`src/rtl/kf8253_cond_pkg.sv`:
```
// Shared types and helpers for the KF8253 input conditioner.
package kf8253_cond_pkg;

    localparam int COND_MODE_W = 2;

    typedef enum logic [COND_MODE_W-1:0] {
        COND_DIRECT   = 2'd0,
        COND_SYNC     = 2'd1,
        COND_DIVIDED  = 2'd2,
        COND_FILTERED = 2'd3
    } cond_mode_t;

    // Widest divisor the helper handles; channels zero-extend into it.
    localparam int DIV_MAX_W = 32;

    // A divisor of zero behaves like one, giving the fastest output (period 2).
    function automatic logic [DIV_MAX_W-1:0] div_clamp(input logic [DIV_MAX_W-1:0] divisor);
        return (divisor == '0) ? DIV_MAX_W'(1) : divisor;
    endfunction

endpackage

```
`src/rtl/kf8253_cond_channel.sv`:
```
// One conditioned timer channel: synchroniser chains, run-length filters,
// clock divider and the channel's own mode/divisor registers.
module kf8253_cond_channel
    import kf8253_cond_pkg::*;
#(
    parameter int                   SYNC_STAGES = 2,
    parameter int                   DIV_WIDTH   = 8,
    parameter int                   FILTER_LEN  = 3,
    parameter logic [1:0]           RST_MODE    = 2'b00,
    parameter logic [DIV_WIDTH-1:0] RST_DIVISOR = DIV_WIDTH'(1)
) (
    input  logic                 clock,
    input  logic                 reset,
    input  logic                 cfg_we,
    input  logic [1:0]           cfg_mode,
    input  logic [DIV_WIDTH-1:0] cfg_divisor,
    input  logic                 ext_clock,
    input  logic                 ext_gate,
    output logic                 counter_clock,
    output logic                 counter_gate,
    output logic [1:0]           mode
);

    localparam int             RUN_W    = $clog2(FILTER_LEN);
    localparam logic [RUN_W-1:0] RUN_LAST = RUN_W'(FILTER_LEN - 1);

    cond_mode_t             mode_q, mode_d;
    logic [DIV_WIDTH-1:0]   divisor_q, divisor_d;
    logic                   chg_q, chg_d;
    logic [SYNC_STAGES-1:0] clk_sync_q, clk_sync_d;
    logic [SYNC_STAGES-1:0] gate_sync_q, gate_sync_d;
    logic [RUN_W-1:0]       clk_run_q, clk_run_d;
    logic [RUN_W-1:0]       gate_run_q, gate_run_d;
    logic                   clk_filt_q, clk_filt_d;
    logic                   gate_filt_q, gate_filt_d;
    logic [DIV_WIDTH-1:0]   div_cnt_q, div_cnt_d;
    logic                   div_clk_q, div_clk_d;
    logic [DIV_WIDTH-1:0]   div_last;
    logic                   clk_sel;
    logic                   gate_sel;

    // The filter looks at the sample entering the last synchroniser stage so
    // the total latency is SYNC_STAGES + FILTER_LEN - 1 edges.
    function automatic logic [RUN_W:0] filter_step(input logic             sample,
                                                   input logic             filt,
                                                   input logic [RUN_W-1:0] run);
        logic [RUN_W:0] res;
        if (sample == filt) begin
            res = {filt, RUN_W'(0)};
        end else if (run == RUN_LAST) begin
            res = {sample, RUN_W'(0)};
        end else begin
            res = {filt, run + RUN_W'(1)};
        end
        return res;
    endfunction

    assign div_last = DIV_WIDTH'(div_clamp(DIV_MAX_W'(divisor_q)) - DIV_MAX_W'(1));
    assign mode     = mode_q;

    // Next-state logic; a configuration write overrides the divider terminal count.
    always_comb begin
        mode_d      = mode_q;
        divisor_d   = divisor_q;
        chg_d       = 1'b0;
        clk_sync_d  = {clk_sync_q[SYNC_STAGES-2:0], ext_clock};
        gate_sync_d = {gate_sync_q[SYNC_STAGES-2:0], ext_gate};
        {clk_filt_d, clk_run_d}   = filter_step(clk_sync_q[SYNC_STAGES-2], clk_filt_q, clk_run_q);
        {gate_filt_d, gate_run_d} = filter_step(gate_sync_q[SYNC_STAGES-2], gate_filt_q, gate_run_q);
        div_cnt_d   = div_cnt_q;
        div_clk_d   = div_clk_q;

        if (mode_q == COND_DIVIDED) begin
            if (div_cnt_q >= div_last) begin
                div_cnt_d = '0;
                div_clk_d = ~div_clk_q;
            end else begin
                div_cnt_d = div_cnt_q + DIV_WIDTH'(1);
            end
        end

        if (cfg_we) begin
            divisor_d = cfg_divisor;
            div_cnt_d = '0;
            div_clk_d = div_clk_q;
            if (cfg_mode != mode_q) begin
                mode_d      = cond_mode_t'(cfg_mode);
                chg_d       = 1'b1;
                clk_sync_d  = '0;
                gate_sync_d = '0;
                clk_filt_d  = 1'b0;
                clk_run_d   = '0;
                gate_filt_d = 1'b0;
                gate_run_d  = '0;
                div_clk_d   = 1'b0;
            end
        end
    end

    // Channel state, cleared by the synchronised core reset.
    always_ff @(negedge clock or posedge reset) begin
        if (reset) begin
            mode_q      <= cond_mode_t'(RST_MODE);
            divisor_q   <= RST_DIVISOR;
            chg_q       <= 1'b0;
            clk_sync_q  <= '0;
            gate_sync_q <= '0;
            clk_run_q   <= '0;
            gate_run_q  <= '0;
            clk_filt_q  <= 1'b0;
            gate_filt_q <= 1'b0;
            div_cnt_q   <= '0;
            div_clk_q   <= 1'b0;
        end else begin
            mode_q      <= mode_d;
            divisor_q   <= divisor_d;
            chg_q       <= chg_d;
            clk_sync_q  <= clk_sync_d;
            gate_sync_q <= gate_sync_d;
            clk_run_q   <= clk_run_d;
            gate_run_q  <= gate_run_d;
            clk_filt_q  <= clk_filt_d;
            gate_filt_q <= gate_filt_d;
            div_cnt_q   <= div_cnt_d;
            div_clk_q   <= div_clk_d;
        end
    end

    // Output select; the clock is held low for the edge following a mode change.
    always_comb begin
        clk_sel  = 1'b0;
        gate_sel = 1'b0;
        case (mode_q)
            COND_DIRECT: begin
                clk_sel  = ext_clock;
                gate_sel = ext_gate;
            end
            COND_SYNC: begin
                clk_sel  = clk_sync_q[SYNC_STAGES-1];
                gate_sel = gate_sync_q[SYNC_STAGES-1];
            end
            COND_DIVIDED: begin
                clk_sel  = div_clk_q;
                gate_sel = ext_gate;
            end
            default: begin
                clk_sel  = clk_filt_q;
                gate_sel = gate_filt_q;
            end
        endcase
        counter_clock = clk_sel & ~reset & ~chg_q;
        counter_gate  = gate_sel & ~reset;
    end

endmodule

```
`src/rtl/kf8253_input_conditioner.sv`:
```
// KF8253 input conditioner: reset synchroniser, configuration decode and
// one conditioning channel per counter.
module kf8253_input_conditioner
    import kf8253_cond_pkg::*;
#(
    parameter int                  CHANNELS      = 3,
    parameter int                  SYNC_STAGES   = 2,
    parameter int                  DIV_WIDTH     = 8,
    parameter int                  FILTER_LEN    = 3,
    parameter logic [2*CHANNELS-1:0] RESET_MODE  = 6'b10_01_00,
    parameter int                  RESET_DIVISOR = 1,
    localparam int                 CH_IDX_W      = (CHANNELS > 1) ? $clog2(CHANNELS) : 1
) (
    input  logic                  clock,
    input  logic                  reset_in,
    output logic                  reset,
    input  logic                  cfg_write,
    input  logic [CH_IDX_W-1:0]   cfg_channel,
    input  logic [1:0]            cfg_mode,
    input  logic [DIV_WIDTH-1:0]  cfg_divisor,
    input  logic [CHANNELS-1:0]   ext_clock,
    input  logic [CHANNELS-1:0]   ext_gate,
    output logic [CHANNELS-1:0]   counter_clock,
    output logic [CHANNELS-1:0]   counter_gate,
    output logic [2*CHANNELS-1:0] channel_mode
);

    logic                rst_meta_q, rst_meta_d;
    logic                rst_sync_q, rst_sync_d;
    logic [CHANNELS-1:0] cfg_we;

    // Reset release shifts a zero through two stages.
    always_comb begin
        rst_meta_d = 1'b0;
        rst_sync_d = rst_meta_q;
    end

    // Reset asserts immediately with reset_in and releases on the falling edge.
    always_ff @(negedge clock or posedge reset_in) begin
        if (reset_in) begin
            rst_meta_q <= 1'b1;
            rst_sync_q <= 1'b1;
        end else begin
            rst_meta_q <= rst_meta_d;
            rst_sync_q <= rst_sync_d;
        end
    end

    assign reset = rst_sync_q;

    // Route the write strobe to one channel; out-of-range indices match none.
    always_comb begin
        cfg_we = '0;
        for (int i = 0; i < CHANNELS; i++) begin
            cfg_we[i] = cfg_write && (cfg_channel == CH_IDX_W'(i));
        end
    end

    for (genvar g = 0; g < CHANNELS; g++) begin : g_chan
        kf8253_cond_channel #(
            .SYNC_STAGES (SYNC_STAGES),
            .DIV_WIDTH   (DIV_WIDTH),
            .FILTER_LEN  (FILTER_LEN),
            .RST_MODE    (RESET_MODE[2*g +: 2]),
            .RST_DIVISOR (DIV_WIDTH'(RESET_DIVISOR))
        ) u_chan (
            .clock         (clock),
            .reset         (rst_sync_q),
            .cfg_we        (cfg_we[g]),
            .cfg_mode      (cfg_mode),
            .cfg_divisor   (cfg_divisor),
            .ext_clock     (ext_clock[g]),
            .ext_gate      (ext_gate[g]),
            .counter_clock (counter_clock[g]),
            .counter_gate  (counter_gate[g]),
            .mode          (channel_mode[2*g +: 2])
        );
    end

endmodule
```
`config.mk`:
```
export PLATFORM = sky130hd
export DESIGN_NAME = kf8253_input_conditioner
export DESIGN_NICKNAME = d
export VERILOG_FILES = /design/src/rtl/kf8253_cond_pkg.sv /design/src/rtl/kf8253_cond_channel.sv /design/src/rtl/kf8253_input_conditioner.sv
export SDC_FILE = /design/constraint.sdc
export NUM_CORES = 1
export LEC_CHECK = 0
export CAP_MARGIN = 20
export CORE_ASPECT_RATIO = 1.25
export CORE_MARGIN = 5
export CORE_UTILIZATION = 35
export CTS_CLUSTER_DIAMETER = 120
export DETAILED_ROUTE_END_ITERATION = 7
export GPL_TIMING_DRIVEN = 0
export PLACE_DENSITY_LB_ADDON = 0.08
export REMOVE_ABC_BUFFERS = 1
export SLEW_MARGIN = 20
export SYNTH_ARGS = -nofsm -noshare
export SYNTH_HDL_FRONTEND = slang
export SYNTH_SLANG_ARGS = --single-unit
```
`constraint.sdc`:
```
create_clock -name clock -period 2.85 [get_ports clock]
set_input_delay 0.57 -clock clock [delete_from_list [all_inputs] [get_ports clock]]
set_output_delay 0.57 -clock clock [all_outputs]
set_load 0.01 [all_outputs]
```
==> flow_metrics.py <==
metrics = {
    "run_status": {
        "status": "finished with violations",
        "violations": "setup timing",
    },
    "yosys": {
        "synth_cell_type_count": 58,
        "ys_warn_count": 0,
        "synth_edf_count": 0,
        "synth_flop_cell": "dfrtn_1",
        "netlist_instances": 501,
        "ys_ff_latch": 92,
        "synth.top_cell.area_share_pct": 42.0,
        "synth_top_cell_by_area": "dfrtn_1",
        "async_flop_share_pct": 100,
        "synth_area_mm2": 0.00506,
        "ys_seq_area_share_pct": 45.7,
        "syn_area_per_cell_um2": 10.1,
        "ys_top_cells_by_area": "dfrtn_1, ha_1, nand2_1, mux2_2, dfstp_2",
    },
    "floorplanning": {
        "die_area_mm2": 0.0170,
        "boundaryPins": 34,
        "rows": 49,
        "initial_core_util_pct": 35.4,
        "core_mm2": 0.0143,
        "die_h_um": 144,
        "fp.dieW_um": 118,
    },
    "detailed_routing": {
        "drc": 0,
        "wire_per_inst_um": 15.8,
        "drt_wl_total_um": 12400,
        "first_pass_iters": 4,
        "ant_nets": 0,
        "dr.first_iter.drc_count": 166,
        "dr_total_vias": 4011,
        "via_per_inst": 5.08,
    },
    "clock_tree": {
        "h-tree-depth": 3,
        "clockBufferDepth": 2,
        "clock_latency_ns": 0.40,
        "cts_num_sinks": 92,
        "cts_tree": "yes",
        "clk_pin_slew_ns": 0.05,
        "cts_root_buffer": "clkbuf_16",
        "cts_hold_buf": 0,
        "cts_buffers": 9,
    },
    "sta": {
        "hold_viol_final": 0,
        "rsz0062_at_grt": "true",
        "timing.slew.headroom_pct": 53.5,
        "worst_slew_pin_slew_ns": 0.696,
        "maxSlewViolCount": 0,
        "finalWorstSetupSlack_ns": -0.872,
        "setup_viol": 28,
        "clock_skew_ns": 0.0596,
    },
    "finish": {
        "final_common_cell": "dfrtn_1",
        "syn2layout_area_growth_pct": 36.8,
        "n_antenna_cell": 0,
        "fin_nets": 657,
        "final_cell_mix": "dfrtn_1, nand2_1, buf_4, nor2_1",
        "drive_gt1_share_pct": 35.8,
    },
    "power": {
        "power_frac_comb_pct": 39.5,
        "power_density_mw_per_mm2": 816,
        "pwr-share-seq_pct": 35.2,
        "switchingPower_mw": 1.99,
        "p_clk_share_pct": 25.3,
        "p_total_mw": 5.65,
        "irDropWorstVdd_mv": 0.432,
        "intPower_mw": 3.66,
        "swShare_pct": 35.2,
        "p_leak_nw": 3.13,
    },
    "global_route": {
        "grt_pass1_wl_um": 20700,
        "grt-ovfl-total": 0,
        "grt_pass1_vias": 4229,
        "grt_max_degree": 72,
        "grtUsageTotal_pct": 15.0,
        "antenna_found_initial": 0,
    },
    "critical_path": {
        "critical_path.max_stage_delay_ns": 0.55,
        "timing.rr.start": "g_chan[2].u_chan.divisor_q[4]",
        "crit_fanout": 2,
        "cp_cell_sequence": "mux4_2, nor3b_1, buf_2",
        "critPathSlowestCell": "dfstp_2",
        "crit_path_start_kind": "flop",
        "cp_data_arrival_time_ns": 3.15,
        "crit_type": "flop to primary output",
        "end_kind": "primary output",
        "cp-startpoint": "g_chan[2].u_chan.mode[1]",
        "required_ns": 2.28,
    },
    "hold_path": {
        "hold_path.class": "flop to asynchronous set/reset pin",
    },
    "place": {
        "dpl.hpwl_um": 8020,
        "pre_cts_slack_ns": -1.28,
        "port_buffers": 33,
        "routabilityCongestion": 0.759,
    },
    "job": {
        "drv_cap": 0,
    },
}
## power by group through the flow
stage	Combinational (mW)	Sequential [mW]	Clock, mW
global route	2.47	2.05	1.54
global placement	1.46	2.03	0.0173
finish	2.23	1.99	1.43
floorplan	1.17	1.93	0.0173
detailed placement	1.54	2.04	0.0173
CTS	1.98	1.99	1.47
## cell families (layout without fill, tap and decap cells)
group                      count (synthesis)  in the layout  share of synthesized area (%)
and+or+nand+nor                          203            203                           20.6
DFF                                       92             92                           45.7
AOI/OAI and AO/OA                         71             71                           10.1
buffers and inverters                     44            154                           3.81
muxes                                     31             31                           7.34
adders and majority gates                 30             30                           7.41
xor gates and xnor gates                  29             29                           5.02
other                                      1              1                         0.0741
## cells in the mapped netlist, drive strengths merged, types with 8 or more instances
cell type and n:
ha 30, nand3 17, or3 8, clkbuf 9, nand4 8, a21oi 14, mux2 19, dfrtn 85
xor2 8, nor3 15, o21ai 19, nor2 42, nor2b 13, nor4 8, nand2 59, xnor2 21
inv 25, mux2i 9, buf 10
## state kept, by name (all words and copies together), names as in the netlist, 6 cells and up
signal	count
g_chan.u_chan.mode	6
g_chan.u_chan.divisor_q	24
g_chan.u_chan.clk_run_q	6
g_chan.u_chan.gate_run_q	6
g_chan.u_chan.clk_sync_q	6
g_chan.u_chan.div_cnt_q	24
g_chan.u_chan.gate_sync_q	6
## per-stage QoR
step / std cells / instance area [um^2] / util, % / hold slack, ns / setup TNS [ns]
floorplan: 482 / 4960 / - / 0.343 / -42.93
global placement: 693 / 5520 / 38.6 / 0.348 / -221.85
detailed placement: 696 / 5570 / 39.0 / 0.190 / -80.02
CTS: 777 / 6630 / 46.4 / 0.326 / -8.11
global route: 789 / 6920 / 48.5 / 0.333 / -10.82
finish: 789 / 6920 / 48.5 / 0.319 / -7.74
## routing by layer
layer  wire length, um  GRT usage (%)  share of wire (%)
met5                 0              0                  0
met1              5650           18.7                 45
met4               231           6.04                1.9
met3               289           2.50                2.3
met2              6280           26.2                 50
## final timing paths
path	slack [ns]	endpoint	cells after the start
worst max-delay path	-0.87	counter_clock[2]	3
worst min-delay path	0.32	g_chan[1].u_chan.gate_filt_q	2
worst max register to register	-0.22	g_chan[2].u_chan.div_cnt_q[6]	13
worst min register to register	0.32	g_chan[1].u_chan.gate_filt_q	2
max in group asynchronous	0.89	rst_meta_q	2
min in group clock	0.34	reset	0
## final cells by class
| type | instances | area [um^2] |
|---|---|---|
| fill | 1382 | 7360 |
| multi-input combinational | 365 | 2970 |
| sequential | 92 | 2310 |
| timing repair buffer | 107 | 948 |
| clock buffer | 11 | 264 |
| tap | 178 | 223 |
| clock inverter | 12 | 115 |
| inverter | 24 | 95.1 |
## worst max-delay path: cells and delay by family (launching register included)
| family | cells | cell delay (ns) |
|---|---|---|
| simple gates | 1 | 0.15 |
| flops | 1 | 0.55 |
| buf+inv | 1 | 0.14 |
| mux | 1 | 0.49 |
## repair_timing
action / CTS / global route
setup endpoints to repair: 103 / 48
cloned: 1 / 0
gates resized for setup: 131 / 50
buffers inserted: 58 / 15
pin swaps: 30 / 48
hold endpoints to repair: 0 / 0
Note: power is estimated with default switching activity, not from simulation.
